`src/rtl/pwm_pkg.sv`:
```
// Shared constants and types for the multi-channel PWM generator.
package pwm_pkg;

    // Register map
    localparam int unsigned ADDR_TOP      = 0;
    localparam int unsigned ADDR_PRESCALE = 1;
    localparam int unsigned ADDR_CTRL     = 2;
    localparam int unsigned ADDR_DUTY0    = 3;

    // CTRL bit positions; channel enables occupy CTRL_CHEN_LSB upward
    localparam int unsigned CTRL_EN_BIT   = 0;
    localparam int unsigned CTRL_MODE_BIT = 1;
    localparam int unsigned CTRL_CHEN_LSB = 2;

    typedef enum logic {
        MODE_EDGE   = 1'b0,
        MODE_CENTER = 1'b1
    } pwm_mode_e;

endpackage

```
`src/rtl/pwm_timebase.sv`:
```
// Shared timebase: prescaler, period counter with up/down direction and
// the boundary strobe marking the step in which the counter returns to 0.
module pwm_timebase
    import pwm_pkg::*;
#(
    parameter int unsigned WIDTH      = 16,
    parameter int unsigned PRESCALE_W = 8
) (
    input  logic                  clk,
    input  logic                  reset,
    input  logic                  i_en,
    input  logic [WIDTH-1:0]      i_top,
    input  logic [PRESCALE_W-1:0] i_prescale,
    input  pwm_mode_e             i_mode,
    output logic [WIDTH-1:0]      o_cnt,
    output logic                  o_boundary
);

    logic [PRESCALE_W-1:0] r_pscnt;
    logic [WIDTH-1:0]      r_cnt;
    logic                  r_down;
    logic [WIDTH-1:0]      w_cnt_nxt;
    logic                  w_down_nxt;
    logic                  w_step;

    // Next counter value and direction for the next step
    always_comb begin
        w_step     = i_en && (r_pscnt == i_prescale);
        w_cnt_nxt  = r_cnt;
        w_down_nxt = r_down;
        if (i_mode == MODE_EDGE) begin
            w_down_nxt = 1'b0;
            w_cnt_nxt  = (r_cnt == i_top) ? '0 : r_cnt + 1'b1;
        end else if (i_top == '0) begin
            w_down_nxt = 1'b0;
            w_cnt_nxt  = '0;
        end else if (!r_down) begin
            // Direction flips as the counter arrives at TOP, so TOP is visited once
            w_cnt_nxt  = r_cnt + 1'b1;
            w_down_nxt = (w_cnt_nxt == i_top);
        end else begin
            w_cnt_nxt  = r_cnt - 1'b1;
            w_down_nxt = (w_cnt_nxt != '0);
        end
        o_boundary = w_step && (w_cnt_nxt == '0);
    end

    // Prescaler and counter state; held at zero/up while disabled
    always_ff @(posedge clk) begin
        if (!reset || !i_en) begin
            r_pscnt <= '0;
            r_cnt   <= '0;
            r_down  <= 1'b0;
        end else if (w_step) begin
            r_pscnt <= '0;
            r_cnt   <= w_cnt_nxt;
            r_down  <= w_down_nxt;
        end else begin
            r_pscnt <= r_pscnt + 1'b1;
        end
    end

    assign o_cnt = r_cnt;

endmodule

```
`src/rtl/pwm_multi.sv`:
```
// Multi-channel PWM generator: register file with shadow/active copies,
// shared timebase and one duty comparator per channel.
module pwm_multi
    import pwm_pkg::*;
#(
    parameter int unsigned CHANNELS   = 4,
    parameter int unsigned WIDTH      = 16,
    parameter int unsigned PRESCALE_W = 8,
    parameter int unsigned ADDR_W     = 4
) (
    input  logic                clk,
    input  logic                reset,
    input  logic                wr_en,
    input  logic [ADDR_W-1:0]   wr_addr,
    input  logic [WIDTH-1:0]    wr_data,
    output logic [CHANNELS-1:0] pwm,
    output logic                period_tick
);

    // Shadow copies (written by the bus)
    logic [WIDTH-1:0]      r_sh_top;
    logic [PRESCALE_W-1:0] r_sh_pre;
    logic [CHANNELS+1:0]   r_sh_ctrl;
    logic [WIDTH-1:0]      r_sh_duty [CHANNELS];

    // Active copies (used by timebase and comparators)
    logic [WIDTH-1:0]      r_top;
    logic [PRESCALE_W-1:0] r_pre;
    pwm_mode_e             r_mode;
    logic [CHANNELS-1:0]   r_chen;
    logic [WIDTH-1:0]      r_duty [CHANNELS];

    logic [CHANNELS-1:0]   r_pwm;
    logic                  r_bnd_q;
    logic                  r_tick;

    logic                  w_en;
    logic                  w_load;
    logic                  w_boundary;
    logic [WIDTH-1:0]      w_cnt;
    logic [CHANNELS-1:0]   w_cmp;

    assign w_en   = r_sh_ctrl[CTRL_EN_BIT];
    assign w_load = !w_en || w_boundary;

    // Bus writes into the shadow registers; unmapped addresses fall through
    always_ff @(posedge clk) begin
        if (!reset) begin
            r_sh_top  <= '0;
            r_sh_pre  <= '0;
            r_sh_ctrl <= '0;
            for (int unsigned i = 0; i < CHANNELS; i++) r_sh_duty[i] <= '0;
        end else if (wr_en) begin
            if (wr_addr == ADDR_W'(ADDR_TOP))      r_sh_top  <= wr_data;
            if (wr_addr == ADDR_W'(ADDR_PRESCALE)) r_sh_pre  <= wr_data[PRESCALE_W-1:0];
            if (wr_addr == ADDR_W'(ADDR_CTRL))     r_sh_ctrl <= wr_data[CHANNELS+1:0];
            for (int unsigned i = 0; i < CHANNELS; i++) begin
                if (wr_addr == ADDR_W'(ADDR_DUTY0 + i)) r_sh_duty[i] <= wr_data;
            end
        end
    end

    // Active copies follow shadow continuously when disabled, else only at a boundary
    always_ff @(posedge clk) begin
        if (!reset) begin
            r_top  <= '0;
            r_pre  <= '0;
            r_mode <= MODE_EDGE;
            r_chen <= '0;
            for (int unsigned i = 0; i < CHANNELS; i++) r_duty[i] <= '0;
        end else if (w_load) begin
            r_top  <= r_sh_top;
            r_pre  <= r_sh_pre;
            r_mode <= pwm_mode_e'(r_sh_ctrl[CTRL_MODE_BIT]);
            r_chen <= r_sh_ctrl[CTRL_CHEN_LSB +: CHANNELS];
            for (int unsigned i = 0; i < CHANNELS; i++) r_duty[i] <= r_sh_duty[i];
        end
    end

    pwm_timebase #(
        .WIDTH      (WIDTH),
        .PRESCALE_W (PRESCALE_W)
    ) u_timebase (
        .clk        (clk),
        .reset      (reset),
        .i_en       (w_en),
        .i_top      (r_top),
        .i_prescale (r_pre),
        .i_mode     (r_mode),
        .o_cnt      (w_cnt),
        .o_boundary (w_boundary)
    );

    for (genvar gi = 0; gi < CHANNELS; gi++) begin : g_ch
        assign w_cmp[gi] = (w_cnt < r_duty[gi]);
    end

    // Registered outputs; the boundary is delayed twice so the tick lines up
    // with the pwm sample taken from cnt = 0
    always_ff @(posedge clk) begin
        if (!reset) begin
            r_pwm   <= '0;
            r_bnd_q <= 1'b0;
            r_tick  <= 1'b0;
        end else begin
            r_pwm   <= {CHANNELS{w_en}} & r_chen & w_cmp;
            r_bnd_q <= w_boundary;
            r_tick  <= r_bnd_q && w_en;
        end
    end

    assign pwm         = r_pwm;
    assign period_tick = r_tick;

endmodule

```
`config.mk`:
```
export PLATFORM = sky130hd
export DESIGN_NAME = pwm_multi
export DESIGN_NICKNAME = d
export VERILOG_FILES = /design/src/rtl/pwm_pkg.sv /design/src/rtl/pwm_timebase.sv /design/src/rtl/pwm_multi.sv
export SDC_FILE = /design/constraint.sdc
export NUM_CORES = 1
export LEC_CHECK = 0
export BUFFER_PORTS_ARGS = -buffer_cell sky130_fd_sc_hd__buf_4
export CAP_MARGIN = 40
export CORE_ASPECT_RATIO = 1.4
export CORE_UTILIZATION = 60
export DETAILED_ROUTE_END_ITERATION = 6
export PLACE_DENSITY = 0.75
export SLEW_MARGIN = 10
export SYNTH_ARGS = -nofsm -noshare
export SYNTH_HDL_FRONTEND = slang
export SYNTH_SLANG_ARGS = --single-unit
```
`constraint.sdc`:
```
create_clock -name clk -period 8.1 [get_ports clk]
set_input_delay 0.81 -clock clk [delete_from_list [all_inputs] [get_ports clk]]
set_output_delay 0.81 -clock clk [all_outputs]
set_load 0.005 [all_outputs]
```
==> impl_results.md, run 1 <==
* Outcome: finished clean
* Clk_skew at around 0.013 ns
* Drc violations at 0
* Total gr overflow at 0
* Crit path from: u_timebase.o_cnt[9]
* Worst-margin pin slew at 0.887 ns
* Detailed-route via count at 8033
* Crit start category: register
* Yosys reg bits at ~220
* R2r worst-path depth at 10
* Crit-path max cell delay at 0.86 ns
* Filler instances at 1397
* Hold_buf cts at 0
* Most frequent cell after synthesis: edfxtp_1
* Syn Nets at 1184
* Netlist cell types at between 60 and 70
* RSZ-0062 raised after global routing: false
* Reg-to-reg slack, setup at 3.21 ns
* Synth Area per Inst at a little over 10 µm²
* Worst path required time at 8.22 ns
* Max-cap violations at 0
* Post_cts resized at 0
* Max-slew violations at 0
* Initial DRT Pass Iterations at 5
* CTS Buf Count at 21
* CTS Sinks at 218
* Ys async rst share at 0
* Worst vdd ir at 0.201 mV
* Final WL at 28000 µm
* Critical Path Sink Type: register
* Ys flop type: edfxtp_1
* Slew HR at 0.406
* Postcts setup bufs at 0
* Die ar. at 19300 µm²
* Initial DRC Count at about 720
* Reg2reg start: u_timebase.o_cnt[9]
* Detail Placement HPWL at a little over 20000 µm
* IO Pins at 28
* Max Root-Sink Buffers at 3
* R2R Path End: r_duty[3][12]
* Die width at between 100 and 150 µm
* Worst Path Buf+Inv at 3
* Antenna diode count at 0
* # port buffers at 27
* Multi-input gate area at 5020 µm²
* Max Fanout on Critical Path at 54
* Critical path depth in cells at 10
* GR Util All Layers at 0.297
* CTS tree: built
* Root Driver: clkbuf_16
* Final min period at 4.89 ns
* Fin crit share at 0.604
* Post-route ant nets at 0
* Largest net degree at the start of global routing at 92
* Die Ht at 164 µm
* Vias in the first global route at 7640
* Gpl congestion at a little over 1
* Fin. Hold Viols at 0
* Core Rows at 58
* Post-Synthesis Cells at 1097
* Max Freq at 0.204 GHz
* Setup TNS at 0 ns
* Area Overhead vs Synth at 9.39%
* Setup CP Type: reg2reg
* Total core area at 18100 µm²
* Synthesized cell area at 11200 µm²
* Drt wl/cell at 20.6 µm
* Clk slew on worst S/H paths at 0.06 ns
* Layout cells sized above 1 at 0.0766
* Fin area at 12300 µm²
* Vias/cell at 5.89
* Pwr dens at approximately 180 nW/µm²
* Synth area leaders: edfxtp_1 (34%), dfxtp_1 (16%), ha_1 (7.1%), nor2b_1 (3.8%), and2_1 (3.6%)
* Hold crit path type: reg2reg
* Total power at 2.26 mW
* Final setup viols at 0
* CP cell instances: xor2_1, or4_1, or4_1, a21oi_2, o211ai_1, nor3_2, a31oi_2, buf_4, inv_2, buf_4
* Fin util at 0.678
* Synth top area share at 0.342
* Clk_lat worst skew at 0.49 ns
* Worst path top cell family by delay: simple AND/OR/NAND/NOR gates
* Syn. warnings at 0
* Leakage at 4.98 nW
* Commonest cells in the netlist: edfxtp_1 (128), inv_1 (98), dfxtp_1 (90)
* Critical Path Sink: r_duty[3][12]
* First-pass GRT wire length at 43200 µm
* Initial core utilization at 0.620
* Htree depth at 1
* Initial antenna violation count at 0
* Yosys top cell by area: edfxtp_1
* Sequential area share after synthesis at 0.502
* Seq. cell area at 5650 µm²
* Post-synth EDFFs at 128
* Placed instance area at between 10000 and 15000 µm²
* Signal arrival time at the worst endpoint at 5.01 ns
* Slowest library cell on the worst path: dfxtp_1
* NumNets Final at 1197
power by group:
part	switching [mW]	internal (mW)
combinational	0.0777	0.0483
clock	0.396	0.509
sequential	0.0152	1.22
metal layers:
metal,part of all wire,global-route usage,vias up,routed length [µm]
li1,-,-,3863,-
met1,0.43,0.382,3778,11900
met2,0.48,0.499,320,13400
met3,0.052,0.0309,72,1450
met4,0.047,0.149,0,1310
met5,0,0,-,0
state kept, by name, indices dropped and copies added (netlist names):
signal	count
r_duty	64
r_sh_duty	64
r_sh_top	16
r_top	16
u_timebase.o_cnt	16
r_pre	8
r_sh_pre	8
u_timebase.r_pscnt	8
r_sh_ctrl	6
pwm	4
r_chen	4
period_tick	1
r_bnd_q	1
r_mode	1
u_timebase.r_down	1
how the worst min path moves through the flow:
stage,startpoint,endpoint,cells after the start
final,r_sh_pre[4],r_pre[4],2
after global routing,r_sh_pre[5],r_pre[5],2
after CTS,r_sh_pre[4],r_pre[4],2
after detailed placement,r_sh_pre[4],r_pre[4],2
after global placement,r_sh_pre[5],r_pre[5],2
after floorplan,r_sh_ctrl[3],r_chen[1],2
final cells by class:
| type | count | area share |
|---|---|---|
| clock inverter | 6 | 0.00295 |
| multi-input combinational | 725 | 0.408 |
| tap | 240 | 0.0244 |
| timing repair buffer | 44 | 0.0275 |
| inverter | 100 | 0.0305 |
| clock buffer | 30 | 0.0480 |
| sequential | 218 | 0.459 |
logic make-up after synthesis:
| group | Yosys count | synth area share |
|---|---|---|
| compound gates | 186 | 0.116 |
| xor+xnor | 65 | 0.0506 |
| simple gates | 391 | 0.189 |
| buf+inv | 154 | 0.0528 |
| flops | 218 | 0.502 |
| fa+ha+maj | 64 | 0.0712 |
| mux | 19 | 0.0181 |
cell usage in the layout, fill, tap and decap left out, types with 5 or more instances in the layout:
master	instances
nand4_1	16
o211ai_1	5
nor2b_1	69
clkinv_1	5
nand2_1	73
or4_1	9
a211o_1	6
nor4_1	13
nand2b_1	8
nor3_1	15
and2_1	65
clkbuf_16	22
nand3_1	23
a21o_1	29
o21ai_0	26
clkbuf_1	7
xor2_1	25
ha_1	64
nor2_1	59
xnor2_1	40
buf_4	43
mux2i_1	17
dfxtp_1	90
o2bb2ai_1	27
inv_1	97
and4b_1	5
a21oi_1	49
o32ai_1	6
edfxtp_1	128
and3_1	11
or3_1	7
tightest hold or removal path: cells and delay by family, from the launching register on:
family,cells,cell delay [ns]
AO/OA/AOI/OAI,1,0.05
buffers and inverters,1,0.05
flip-flops,1,0.31
stage by stage:
step	instances	setup slack (ns)	hold slack (ns)
global route	1363	3.00	0.468
CTS	1363	3.26	0.456
finish	1363	3.21	0.454
global placement	1323	3.33	0.442
detailed placement	1327	3.28	0.445
floorplan	1097	3.27	0.422
(Power assumes the default switching activity.)
==> run 2, diff against run 1 <==
--- a/config.mk
+++ b/config.mk
@@ -8,7 +8,7 @@
 export BUFFER_PORTS_ARGS = -buffer_cell sky130_fd_sc_hd__buf_4
 export CAP_MARGIN = 40
 export CORE_ASPECT_RATIO = 1.4
-export CORE_UTILIZATION = 60
+export CORE_UTILIZATION = 57
 export DETAILED_ROUTE_END_ITERATION = 6
 export PLACE_DENSITY = 0.75
 export SLEW_MARGIN = 10
==> constraint.sdc (replaced) <==
create_clock -name clk -period 4 [get_ports clk]
set_input_delay 0.4 -clock clk [delete_from_list [all_inputs] [get_ports clk]]
set_output_delay 0.4 -clock clk [all_outputs]
set_load 0.005 [all_outputs]
==> run 2 against run 1 <==
- clock skew is essentially flat
- maximum frequency up 33%
- hold slack got worse by 0.26 ns
- register-to-register slack got worse by 2.9 ns
- worst setup slack worse by 2.9 ns
- final area up 3.5%
- critical path depth stayed put
- utilization shrank 1.8 points
- wire length increased by 5.6%
- flip-flop and latch count unchanged
- first-iteration DRC count down 17%
- critical path type unchanged
- largest cell class unchanged
==> impl_results.md, run 2 (same netlist as run 1, synthesis figures left out) <==
* Outcome: finished clean (unchanged)
* Most Crowded Layer GR: met2 (unchanged)
* Worst vdd ir at 0.377 mV (was 0.201 mV)
* RSZ-0062 raised after global routing: false (unchanged)
* Max Freq at 0.272 GHz (was 0.204 GHz)
* Clk_skew at 0.0130 ns (was 0.0131 ns)
* Drc violations at 0 (unchanged)
* Placed instance area at 12000 µm² (was 11700 µm²)
* Gpl congestion at 0.952 (was 1.02)
* CTS Sinks at 218 (unchanged)
* Clk_lat worst skew at 0.51 ns (was 0.49 ns)
* Area Overhead vs Synth at 13.2% (was 9.39%)
* Fin area at 12700 µm² (was 12300 µm²)
* Final setup viols at 0 (unchanged)
* WHS at 0.190 ns (was 0.454 ns)
* Max-cap violations at 0 (unchanged)
* Switch Pwr at 1.03 mW (was 489 µW)
* Met1 Track Usage GR at 0.366 (was 0.382)
* Detail Placement HPWL at 21200 µm (was 20300 µm)
* Setup CP Type: reg2reg (unchanged)
* Crit start category: register (unchanged)
* Final WL at 29600 µm (was 28000 µm)
* Hold_buf cts at 0 (unchanged)
* Clock share of power at 0.421 (was 0.400)
* Worst path top cell family by delay: simple AND/OR/NAND/NOR gates (unchanged)
* Max-slew violations at 0 (unchanged)
* Combinational share of power at 0.057 (was 0.056)
* Slew HR at 0.493 (was 0.406)
* Met2 Use GR at 0.519 (was 0.499)
* Fin crit share at 0.919 (was 0.604)
* Dpl ws at 0.403 ns (was 3.28 ns)
* Total gr overflow at 0 (unchanged)
* Vias in the first global route at 8381 (was 7640)
* Max Fanout on Critical Path at 61 (was 54)
* R2R Path End: r_duty[0][12] (was r_duty[3][12])
* Largest net degree at the start of global routing at 62 (was 92)
* Final min period at 3.68 ns (was 4.89 ns)
* Crit path from: u_timebase.o_cnt[3] (was u_timebase.o_cnt[9])
* First-pass GRT wire length at 46500 µm (was 43200 µm)
* Hold EP: r_sh_top[14] (was r_pre[4])
* Die Ht at 168 µm (was 164 µm)
* Total power at 4.77 mW (was 2.26 mW)
* CTS Buf Count at 22 (was 21)
* R2r worst-path depth at 10 (unchanged)
* Antenna diode count at 0 (unchanged)
* Vias/cell at 5.91 (was 5.89)
* Reg2reg start: u_timebase.o_cnt[3] (was u_timebase.o_cnt[9])
* Worst Slack Setup Final at 0.322 ns (was 3.21 ns)
* Sw Ratio at 0.217 (was 0.216)
* Detailed-route via count at 8335 (was 8033)
* Core Rows at 60 (was 58)
* Hold crit path type: in2reg (was reg2reg)
* Initial DRT Pass Iterations at 5 (unchanged)
* Initial core utilization at 0.583 (was 0.620)
* CP cell instances: nand4_1, nor4_1, mux2i_1, nand3_1, o32a_1, nor3_2, buf_4, a41oi_4, buf_12, nor2b_1 (was xor2_1, or4_1, or4_1, a21oi_2, o211ai_1, nor3_2, a31oi_2, buf_4, inv_2, buf_4)
* Register share of total power at 0.521 (was 0.544)
* GR Util All Layers at 0.305 (was 0.297)
* Post_cts resized at 0 (unchanged)
* Hold path startpoint: wr_data[14] (was r_sh_pre[4])
* Biggest regs: r_duty x64, r_sh_duty x64 (unchanged)
* Postcts setup bufs at 0 (unchanged)
* Drt wl/cell at 21.0 µm (was 20.6 µm)
* Worst path required time at 4.36 ns (was 8.22 ns)
* Initial antenna violation count at 0 (unchanged)
* Reg-to-reg slack, setup at 0.32 ns (was 3.21 ns)
* Die ar. at 20300 µm² (was 19300 µm²)
* Commonest cells after routing, fill and taps aside: edfxtp_1 (128), inv_1 (97), dfxtp_1 (88) (was edfxtp_1 (128), inv_1 (97), dfxtp_1 (90))
* Clk slew on worst S/H paths at 0.06 ns (about the same)
* Root Driver: clkbuf_16 (unchanged)
* Worst Path Buf+Inv at 2 (was 3)
* # port buffers at 27 (unchanged)
* Max Root-Sink Buffers at 3 (unchanged)
* Critical Path Sink Type: register (unchanged)
* WHS Path Cells at 3 (was 2)
* Post-route ant nets at 0 (unchanged)
* P_int at 3.73 mW (was 1.77 mW)
* Initial DRC Count at 595 (was 716)
* Worst-margin pin slew at 0.757 ns (was 0.887 ns)
* CTS tree: built (unchanged)
* Slowest library cell on the worst path: nor4_1 (was dfxtp_1)
* Layout cells sized above 1 at 0.112 (was 0.0766)
* Pwr dens at 374 nW/µm² (was 184 nW/µm²)
* Fin. Hold Viols at 0 (unchanged)
* Total core area at 19300 µm² (was 18100 µm²)
* IO Pins at 28 (unchanged)
* Most common cell after layout, fill and taps aside: edfxtp_1 (unchanged)
* NumNets Final at 1234 (was 1197)
* Signal arrival time at the worst endpoint at 4.03 ns (was 5.01 ns)
* Global routing usage on met3 at 0.0437 (was 0.0309)
* Crit-path max cell delay at 0.66 ns (was 0.86 ns)
* Htree depth at 1 (unchanged)
* Die width at 121 µm (was 118 µm)
* Leakage at 5.23 nW (was 4.98 nW)
==> run 2: through the flow <==
step / TNS, ns / std cells / utilization
after floorplan: -0.337 / 1097 / -
after CTS: 0 / 1411 / 0.660
after global placement: 0 / 1368 / 0.622
after detailed placement: 0 / 1371 / 0.624
final: 0 / 1411 / 0.660
after global routing: 0 / 1411 / 0.660
==> run 2: power groups by stage <==
stage,logic (mW),clock network [mW],registers (mW)
global placement,0.262,0,2.53
detailed placement,0.270,0,2.53
CTS,0.273,2.03,2.48
floorplan,0.166,0,2.52
global route,0.298,2.12,2.49
finish,0.273,2.01,2.49
==> run 2: how the worst max path moves through the flow <==
stage | cells past startpoint | end | slack, ns
final | 10 | r_duty[0][12] | 0.32
after global routing | 10 | r_duty[0][11] | 0.16
after global placement | 9 | r_duty[2][10] | 0.39
after CTS | 9 | r_duty[1][8] | 0.38
after floorplan | 12 | r_duty[0][0] | -0.005
after detailed placement | 9 | r_duty[2][11] | 0.40
==> run 2: area by class of cell <==
class	instances	area, µm²
Clock buffer	33	633
Clock inverter	7	68.8
Fill cell	1524	6560
Inverter	100	379
Multi-Input combinational cell	725	5030
Sequential cell	218	5650
Tap cell	248	310
Timing Repair Buffer	80	662
==> run 2: tightest hold or removal path: stages <==
cell and delay [ns]:
buf_4 0.14, nand2_1 0.05, a21oi_1 0.05
==> run 2: metal layers <==
metal | share of wire | wire, µm | vias to the layer above
met5 | 0 | 0 | -
met4 | 0.059 | 1740 | 0
met3 | 0.060 | 1770 | 103
met2 | 0.49 | 14600 | 298
met1 | 0.39 | 11500 | 3984
li1 | - | - | 3950
